===== config.mk =====
export PLATFORM = sky130hd
export DESIGN_NAME = nmr_bstrm_simp_ctrl
export DESIGN_NICKNAME = d
export VERILOG_FILES = /design/src/rtl/nmr_bstrm_simp_ctrl.sv
export SDC_FILE = /design/constraint.sdc
export NUM_CORES = 1
export LEC_CHECK = 0
export ABC_CLOCK_PERIOD_IN_PS = 1400
export CORE_UTILIZATION = 38
export DETAILED_ROUTE_END_ITERATION = 10
export SLEW_MARGIN = 10
export SYNTH_ARGS = -nofsm -noshare
export SYNTH_HDL_FRONTEND = slang
export SYNTH_SLANG_ARGS = --single-unit

===== constraint.sdc =====
create_clock -name clk -period 1.4 [get_ports clk]
set_input_delay 0.14 -clock clk [delete_from_list [all_inputs] [get_ports clk]]
set_output_delay 0.14 -clock clk [all_outputs]
set_load 0.02 [all_outputs]

===== src/rtl/nmr_bstrm_simp_ctrl.sv =====
// nmr_bstrm_simp_ctrl: fetches packed pulse words from bitstream RAM and sequences them into the simple datapath
module nmr_bstrm_simp_ctrl #(
  parameter int DATA_WIDTH = 24,
  parameter int ADDR_WIDTH = 10,
  parameter int END_PAD    = 8
) (
  input  logic                  clk,
  input  logic                  rst_n,
  input  logic                  seq_start_i,
  input  logic                  abort_i,
  output logic [ADDR_WIDTH-1:0] mem_addr_o,
  output logic                  mem_rd_o,
  input  logic [DATA_WIDTH+5:0] mem_q_i,
  output logic                  start_o,
  output logic [DATA_WIDTH-1:0] data_o,
  output logic                  pls_pol_o,
  output logic [3:0]            mux_sel_o,
  input  logic                  dpath_rdy_i,
  output logic                  dpath_rst_o,
  output logic                  busy_o,
  output logic                  done_o
);
  typedef enum logic [2:0] {S_IDLE, S_RD0, S_LD0, S_PF, S_WAIT, S_ISSUE, S_TAIL} state_e;
  state_e                state_q, state_d;
  logic [ADDR_WIDTH-1:0] addr_q, addr_d;
  logic                  rd_q, rd_d, start_q, start_d, done_q, done_d, drst_q, drst_d;
  logic [DATA_WIDTH-1:0] data_q, data_d;
  logic                  pol_q, pol_d, last_q, last_d, rdy_q, rdy_d;
  logic [3:0]            mux_q, mux_d;
  logic [DATA_WIDTH+5:0] wbuf_q, wbuf_d;
  always_ff @(posedge clk or negedge rst_n)
    if (!rst_n) begin
      state_q <= S_IDLE;
      addr_q  <= '0;
      rd_q    <= 1'b0;
      start_q <= 1'b0;
      done_q  <= 1'b0;
      drst_q  <= 1'b1;
      data_q  <= '0;
      pol_q   <= 1'b0;
      mux_q   <= '0;
      last_q  <= 1'b0;
      rdy_q   <= 1'b0;
      wbuf_q  <= '0;
    end else begin
      state_q <= state_d;
      addr_q  <= addr_d;
      rd_q    <= rd_d;
      start_q <= start_d;
      done_q  <= done_d;
      drst_q  <= drst_d;
      data_q  <= data_d;
      pol_q   <= pol_d;
      mux_q   <= mux_d;
      last_q  <= last_d;
      rdy_q   <= rdy_d;
      wbuf_q  <= wbuf_d;
    end
  // Reads are launched on the edge entering RD0/LD0/ISSUE so each word is valid on the following cycle
  always_comb begin
    state_d = state_q;
    addr_d  = addr_q;
    rd_d    = 1'b0;
    start_d = 1'b0;
    done_d  = 1'b0;
    drst_d  = drst_q;
    data_d  = data_q;
    pol_d   = pol_q;
    mux_d   = mux_q;
    last_d  = last_q;
    wbuf_d  = wbuf_q;
    rdy_d   = rdy_q | dpath_rdy_i;
    case (state_q)
      S_IDLE: if (seq_start_i) begin
        state_d = S_RD0;
        addr_d  = '0;
        rd_d    = 1'b1;
      end
      S_RD0: begin
        state_d = S_LD0;
        addr_d  = addr_q + 1'b1;
        rd_d    = 1'b1;
      end
      S_LD0: begin
        {last_d, pol_d, mux_d, data_d} = mem_q_i;
        drst_d  = 1'b0;
        state_d = S_PF;
      end
      S_PF: begin
        wbuf_d  = mem_q_i;
        state_d = S_WAIT;
      end
      S_WAIT: if (rdy_q) begin
        rdy_d = dpath_rdy_i;
        if (last_q) begin
          data_d  = DATA_WIDTH'(END_PAD);
          pol_d   = 1'b0;
          mux_d   = '0;
          start_d = 1'b1;
          state_d = S_TAIL;
        end else begin
          addr_d  = addr_q + 1'b1;
          rd_d    = 1'b1;
          state_d = S_ISSUE;
        end
      end
      S_ISSUE: begin
        {last_d, pol_d, mux_d, data_d} = wbuf_q;
        start_d = 1'b1;
        state_d = S_PF;
      end
      S_TAIL: if (rdy_q) begin
        rdy_d   = dpath_rdy_i;
        done_d  = 1'b1;
        drst_d  = 1'b1;
        state_d = S_IDLE;
      end
      default: state_d = S_IDLE;
    endcase
    if (abort_i) begin
      state_d = S_IDLE;
      addr_d  = '0;
      rd_d    = 1'b0;
      start_d = 1'b0;
      done_d  = 1'b0;
      drst_d  = 1'b1;
      data_d  = '0;
      pol_d   = 1'b0;
      mux_d   = '0;
      last_d  = 1'b0;
      wbuf_d  = '0;
      rdy_d   = 1'b0;
    end
  end
  assign mem_addr_o  = addr_q;
  assign mem_rd_o    = rd_q;
  assign start_o     = start_q;
  assign done_o      = done_q;
  assign dpath_rst_o = drst_q;
  assign data_o      = data_q;
  assign pls_pol_o   = pol_q;
  assign mux_sel_o   = mux_q;
  assign busy_o      = state_q != S_IDLE;
endmodule


---- After elaboration in Yosys (flattened, before gate mapping) ----
Index checks and enable logic that the tools add are counted.
Widths: inputs -> output; s select.
word-level totals
  input port bits ......................... 35
  logic and storage cells ................. 83
  register bits after elaboration ......... 78
operators by class
  equality and inequality tests ........... 11
  reduce and logical (&&, ||, !) cells .... 13
  add/sub/neg operators ................... 1
  bitwise gates (word level) .............. 1
  mux-type cells .......................... 45
operators with widths
  kind                   number
  $mux 24                3
  $pmux 24 s3            1
  $mux 30                2
  $mux 10                4
  $pmux 10 s3            1
  $mux 1                 19
  $pmux 3 s6             1
  $ne 3x3->1 const B     5
  $mux 3                 4
  $mux 4                 3
  $pmux 4 s3             1
  $add 10x1->10 const B  1
  $eq 3x3->1 const B     3
  $reduce_bool 3->1      3
  $reduce_bool 4->1      2
  $eq 3x2->1 const B     2
  $pmux 1 s2             3
  $pmux 1 s3             2
  $reduce_and 3->1       2
  $reduce_and 4->1       1
  $reduce_or 2->1        2
  $eq 3x1->1 const B     1
  $logic_not 3->1        1
  $mux 2                 1
  other kinds (3)        3

---- Depth between registers and ports, before layout ----
  word-level depth ........................ 5
  depth in mapped cells ................... 7
  depth with buffers taken out ............ 5

---- Worst setup path after synthesis ----
OpenSTA, ideal clock, no wires.
  path type ............................... reg-to-reg
  start point ............................. reg addr_q[0], in the netlist mem_addr_o[0]
  end point ............................... reg addr_q[8], in the netlist mem_addr_o[8]
  path buffers ............................ 0
  arrival time ............................ 1602 ps
  setup time .............................. 69 ps
  setup slack ............................. -271 ps
  stages on the path, launching flop included .. 6
  cell sequence ........................... dfrtp_1 -> ha_1 -> and3_1 -> nand4_1 -> or4b_1 -> nand3_1
on the way
  word-level cells in the longest chain between the ends .. 5
RTL lines
  element                 line     text
  start, declared         25       logic [ADDR_WIDTH-1:0] addr_q, addr_d;
  start signal, assigned  47       addr_q <= addr_d;
  $add 10x1->10 *         81, 102
  $mux 10                 95       if (last_q) begin
  $mux 10                 93       S_WAIT: if (rdy_q) begin
  $pmux 10 s3 *           73       case (state_q)
  $mux 10 *               120      if (abort_i) begin
Every way passes the cells marked *; elsewhere a longest branch is shown, timed or not. The select of a mux whose other input is x is not followed.
A chain may end at the register's enable or synchronous reset.

---- Final worst setup path ----
  start point ............................. reg state_q[1]
  end point ............................... reg data_q[1], in the netlist data_o[1]
on the way
  word-level cells in the longest chain between the ends .. 3
  elaborated cells between the ends (all ways) .. 9
RTL lines
  element                                                       line  text
  start, declared                                               24    state_e state_q, state_d;
  start signal, assigned                                        46    state_q <= state_d;
  $eq 3x3->1 or $eq 3x2->1 (tied branches)                      73
  $ne 3x3->1 (no source line) (tied with other cells)           -
  $reduce_and 3->1 (no source line) or $mux 24 (tied branches)  -
  end signal, assigned                                          52    data_q <= data_d;
  end, declared                                                 27    logic [DATA_WIDTH-1:0] data_q, data_d;
Parallel ways exist; a longest one is shown, timed or not.

==> metrics <==
status finished, violations left; violated checks setup timing; H-tree Lvls 3; clock slew seen by the registers of the worst setup and hold paths 90 ps; peak supply drop ~0.52 mV; grt total ovfl 0; Yosys reg bits 78; Post-Layout Cell Count 689; fraction of layout instances using a drive strength above 1 43.39%; Root Buffer clkbuf_8; Yosys top cell by area dfrtp_1; Max clock buf depth 2; Slew Viols, Final 0; Ys Warns 0; clk_skew 11.63 ps; crit end category register; cell area after synthesis 3771 um2; syn avg cell area 9.043 um2; Final Hold Vio Count 0; critical path arrival 1900 ps; Max-Cap Viols 0; Worst R2R Start state_q[1]$_DFFE_PN0P_; Post-synth EDFFs 0; CTS tree done; Synth Instances 417; Placed Cells 640; die width 101.6 um; Synth cell types 44; dpl hpwl 6.580 mm; router iterations before antenna repair 4; placed inst area 5022 um2; vias 3730; Inserted Diodes 0; Synth Flop Type dfrtp_1; residual DRC count 0; R2R Setup Slk -230 ps; critical path data required time 1660 ps; Worst-Margin Slew approximately 570 ps; Max Fclk 612.5 MHz; drt via density 5.414; Die ar. 10330 um2; Final Worst Setup Slack -232.5 ps; Die Ht 101.6 um; All-Layer GR Usage 25.17%; kind of critical path register to register; fin crit share 116.6%; share of the synthesized area in the top cell type 51.09%; Final min period 1633 ps; Worst slew margin roughly three fifths; Final ANT Viol Nets 0; Core ar. 9415 um2; vias in the first global route 3825; mux contribution to synthesized area less than 1%; largest net degree at the start of global routing 45; compound-gate portion of the synthesized area 19.48%; Num CTS Buffers 9; standard-cell rows 35; Worst Reg-to-Reg Cells 8; RSZ-0062 raised after global routing yes; worst hold path type input port to asynchronous set/reset pin; CTS Sinks 78; GPL Wtd Cong around 0.78; PortBufs 78; Mapped Nets between 400 and 500; CP Launch Type register; XOR/XNOR share of the synthesized area 0.2322%; CP Max Fanout 5; Finish-stage setup viols 73; Synth async-reset ratio 100.0%; Initial Utilization 40.05%; area grow syn2layout 68.91%; I/O pin count 79; RR Endpoint data_o[1]$_DFFE_PN0P_; first-iteration detailed-routing DRC count 193; layout net count about 590; Routed WL 12.23 mm; Design Area, Final 6370 um2; largest family of logic cells by synthesized area simple AND/OR/NAND/NOR gates; Power Density 961.4 nW/um2; Clock Latency Late Sink 350 ps; initial antenna violation count 0; Leak 3.035 nW; adder-cell share of the synthesized area less than 1%; top cells by area, synth dfrtp_1 (51%), nand2_1 (10%), a21oi_1 (8.9%); global-route wire length before repair between 15 and 20 mm; simple-gate share of the synthesized area 21.90%; drt wl/cell 17.75 um; Seq/Total Area, Yosys 51.79%
-- power by group --
group | internal [W] | total, W | switching, W
combinational | 0.000867 | 0.00184 | 0.000969
sequential | 0.00241 | 0.00254 | 0.000125
clock | 0.000867 | 0.00175 | 0.000885
total | 0.00415 | 0.00612 | 0.00198
-- worst max-delay path by stage --
stage | from | endpoint | slack, ps
6_report | state_q[1]$_DFFE_PN0P_ | data_o[1]$_DFFE_PN0P_ | -230
5_1_grt | state_q[1]$_DFFE_PN0P_ | data_o[12]$_DFFE_PN0P_ | -290
4_1_cts | state_q[2]$_DFFE_PN0P_ | mem_addr_o[5]$_DFFE_PN0P_ | -230
3_5_place_dp | state_q[0]$_DFFE_PN0P_ | mux_sel_o[1]$_DFFE_PN0P_ | -260
3_3_place_gp | state_q[0]$_DFFE_PN0P_ | mem_addr_o[8]$_DFFE_PN0P_ | -190
2_1_floorplan | mem_addr_o[1]$_DFFE_PN0P_ | mem_addr_o[8]$_DFFE_PN0P_ | -140
-- area by class of cell --
| cell class | instances | area (um2) |
|---|---|---|
| repair buffers | 164 | 1754 |
| well taps | 129 | 161.4 |
| fillers | 743 | 3045 |
| flip-flops and latches | 78 | 1959 |
| multi-input cells | 298 | 2276 |
| clock inverters | 6 | 61.31 |
| clock buffers | 10 | 137.6 |
| inverters | 4 | 20.02 |
-- worst max-delay path: stages (launching register included) --
cell,delay (ps)
dfrtp_2,440
buf_12,140
nor2b_4,150
buf_6,120
a221oi_4,50
buf_4,140
buf_6,120
clkbuf_16,150
o31ai_2,220
-- layout by cell type (no fill, tap or decap), drive strengths merged, types with 5 or more instances in the layout --
| cell type | synthesis | layout |
|---|---|---|
| dfrtp | 77 | 77 |
| o31ai | 30 | 30 |
| clkbuf | 16 | 12 |
| nor3 | 6 | 6 |
| nor2 | 8 | 8 |
| o21ai | 13 | 13 |
| dlygate4sd2 | 0 | 38 |
| nand2 | 101 | 101 |
| and3 | 31 | 31 |
| a21oi | 68 | 68 |
| clkdlybuf4s50 | 0 | 32 |
| buf | 21 | 87 |
| nand3 | 5 | 5 |
-- sequential cells by signal, summed over array words and instances (netlist names) --
signal,cells
done_o,1
start_o,1
mux_sel_o,4
state_q,3
data_o,24
dpath_rst_o,1
last_q,1
mem_addr_o,10
pls_pol_o,1
wbuf_q,30
rdy_q,1
mem_rd_o,1
-- metrics by stage --
step | worst slack (ps) | hold WS, ps | utilization, % | total power (W) | setup TNS (ps)
after floorplan | -144.3 | -155.6 | - | 0.003243 | -2175
after global placement | -186.1 | 50.03 | 53.34 | 0.003931 | -7521
after detailed placement | -262.4 | 50.92 | 53.34 | 0.003946 | -10770
after CTS | -230.5 | 217.7 | 64.12 | 0.005993 | -10040
after global routing | -286.6 | 226.3 | 67.65 | 0.006406 | -14410
final | -232.5 | 218.7 | 67.65 | 0.006124 | -10280
-- logic make-up after synthesis --
group                      count (synthesis)
muxes                                      2
and+or+nand+nor                          172
adders and majority gates                  1
xor gates and xnor gates                   1
AOI/OAI and AO/OA                        122
buffers and inverters                     41
DFF                                       78
-- synth_stat cells, drive strengths merged, types with 2 or more instances --
library cell and number:
a21o 4, dfrtp 77, or3 2, o31ai 30, nand2b 4, and3 31
clkbuf 16, o21ai 13, nor3 6, inv 4, buf 21, nor3b 2
nor2 8, or4 2, nand2 101, nand3 5, nand4 4, a21oi 68
-- metal layers --
metal	up-vias	track usage, %	share of wire (%)
met5	-	0	0
met4	0	7.692	1.2
met3	15	5.866	5.7
met2	112	41.58	50
met1	1863	32.79	43
li1	1740	-	-
-- repair_timing --
| action | in CTS | in global routing |
|---|---|---|
| endpoints found under the setup margin | 116 | 79 |
| hold buffers | 1 | 0 |
| gates cloned | 12 | 1 |
| hold endpoints to repair | 19 | 0 |
| gates resized for setup | 181 | 86 |
| buffers inserted | 18 | 4 |
| pin swaps | 48 | 51 |
(Power assumes the default switching activity.)
==> edit (same flow settings) <==
The 7 states of `state_e` get a one-hot encoding in 7 bits.
--- a/src/rtl/nmr_bstrm_simp_ctrl.sv
+++ b/src/rtl/nmr_bstrm_simp_ctrl.sv
@@ -20,7 +20,7 @@
   output logic                  busy_o,
   output logic                  done_o
 );
-  typedef enum logic [2:0] {S_IDLE, S_RD0, S_LD0, S_PF, S_WAIT, S_ISSUE, S_TAIL} state_e;
+  typedef enum logic [6:0] {S_IDLE = 7'b0000001, S_RD0 = 7'b0000010, S_LD0 = 7'b0000100, S_PF = 7'b0001000, S_WAIT = 7'b0010000, S_ISSUE = 7'b0100000, S_TAIL = 7'b1000000} state_e;
   state_e                state_q, state_d;
   logic [ADDR_WIDTH-1:0] addr_q, addr_d;
   logic                  rd_q, rd_d, start_q, start_d, done_q, done_d, drst_q, drst_d;
Function: same outputs for any inputs over 10 cycles, from zero or initial values and one cycle with rst_n low; not proved beyond that.
==> edit against the unedited design <==
Global-route usage decreased by 2.3 points. Sequential cell count is 4 higher. Worst setup slack worse by 0.34 ns. The flow still finishes with violations (negative setup slack). Synthesized area rose by 19%. Final cell count grew 15%. First-iteration DRC count is 32% higher. Largest power group is now the clock network. Via count grew 21%. Critical path type unchanged. Cell area rose by 18%. Non-clock buffer count up 17. Worst hold slack improved by 0.038 ns. Sequential power shrank 5%. Total power fell by 2.0%. Wire length up 23%.
==> edit: results <==
# TYPE chip_impl_metric gauge
chip_impl_metric{name="synth_cell_types",unit=""} 49
chip_impl_metric{name="critPathArrivalTime",unit="ns"} 2.22
chip_impl_metric{name="whs",unit="ns"} 0.257
chip_impl_metric{name="layout-drive-gt1-share",unit="%"} 46.5
chip_impl_metric{name="critical_path.max_fanout",unit=""} 8
chip_impl_metric{name="timing.final.setup_violations",unit=""} 80
chip_impl_metric{name="mappedNetlistNets",unit=""} 536
chip_impl_metric{name="drt_iter0_drc",unit=""} 255
chip_impl_metric{name="first_global_vias",unit=""} 4434
chip_impl_info{name="post_synth_main_area_contributors",value="sky130_fd_sc_hd__dfrtp_1 (45%), sky130_fd_sc_hd__nand2_1 (8.7%), sky130_fd_sc_hd__a211oi_2 (7.8%), sky130_fd_sc_hd__a21oi_1 (4.7%), sky130_fd_sc_hd__a22oi_1 (4.7%)"} 1
chip_impl_metric{name="ir_drop",unit="µV"} 516
chip_impl_metric{name="detail_route.first_pass.iterations",unit=""} 5
chip_impl_info{name="crit_path_start",value="state_q[5]"} 1
chip_impl_metric{name="postSynthCellCount",unit=""} 500
chip_impl_metric{name="post_drt_wl_per_cell",unit="µm"} 19.0
chip_impl_info{name="crit_path_end",value="mem_addr_o[4]"} 1
chip_impl_metric{name="clkSlewWorstSetupHoldPaths",unit="ns"} 0.06
chip_impl_metric{name="worstRegToRegCells",unit=""} 6
chip_impl_metric{name="fin_skew",unit="ns"} 0.0109
chip_impl_metric{name="placedCellCount",unit=""} 736
chip_impl_info{name="violations",value="negative setup slack"} 1
chip_impl_metric{name="fin_ws",unit="ns"} -0.570
chip_impl_metric{name="leakagePower",unit="µW"} 0.00326
chip_impl_metric{name="synth-seq-area-share",unit="%"} 45.7
chip_impl_metric{name="routed_via_density",unit=""} 5.68
chip_impl_metric{name="grt_start_max_net_pins",unit=""} 48
chip_impl_metric{name="place.gp.congestion",unit=""} 0.851
chip_impl_info{name="result_of_the_run",value="complete, but fails checks"} 1
chip_impl_info{name="synth.cells.most_frequent",value="sky130_fd_sc_hd__nand2_1 (104), sky130_fd_sc_hd__dfrtp_1 (80), sky130_fd_sc_hd__a21oi_1 (42)"} 1
## edit: layer usage
metal | share of wire (%) | wire, µm | global-route usage [%]
met5 | 0 | 0 | 0
met4 | 2.4 | 359 | 9.24
met2 | 50 | 7490 | 36.1
met1 | 43 | 6530 | 31.2
met3 | 4.7 | 707 | 3.66
## edit: timing repair
action	CTS	global route
gates cloned	11	6
endpoints found under the hold margin	30	0
setup buffers	12	17
pin swaps	62	65
setup endpoints to repair	122	81
gates resized for setup	154	127
hold buffers	1	0
## edit: cell families after synthesis
kind of cell,after synthesis,share of synthesized area (%)
AO/OA/AOI/OAI,148,25.4
buffers and inverters,52,5.68
flip-flops,82,45.7
XOR/XNOR,4,0.780
multiplexers,1,0.223
adder cells (fa/ha/maj),1,0.279
AND/OR/NAND/NOR,212,21.9
## edit: through the flow
stage	utilization, %	setup slack (ns)	total power (µW)	area, µm²
after global routing	65.3	-0.650	6200	7490
after detailed placement	51.1	-0.550	3140	5860
after global placement	51.1	-0.475	3130	5860
after CTS	59.8	-0.521	5900	6860
final	65.3	-0.570	6000	7490
after floorplan	-	-0.422	2760	4660
## edit: power by group
| group | switching (µW) | internal [µW] | total (µW) |
|---|---|---|---|
| registers | 17.1 | 2390 | 2410 |
| clock network | 1020 | 1570 | 2600 |
| logic | 494 | 501 | 995 |
| total | 1540 | 4460 | 6000 |
## edit: final cells by class
class	count	area share, %
clock buffers	10	3.06
clock inverters	6	1.20
well taps	143	2.39
inverters	4	0.200
flip-flops and latches	82	27.5
multi-input cells	367	39.1
repair buffers	181	26.6
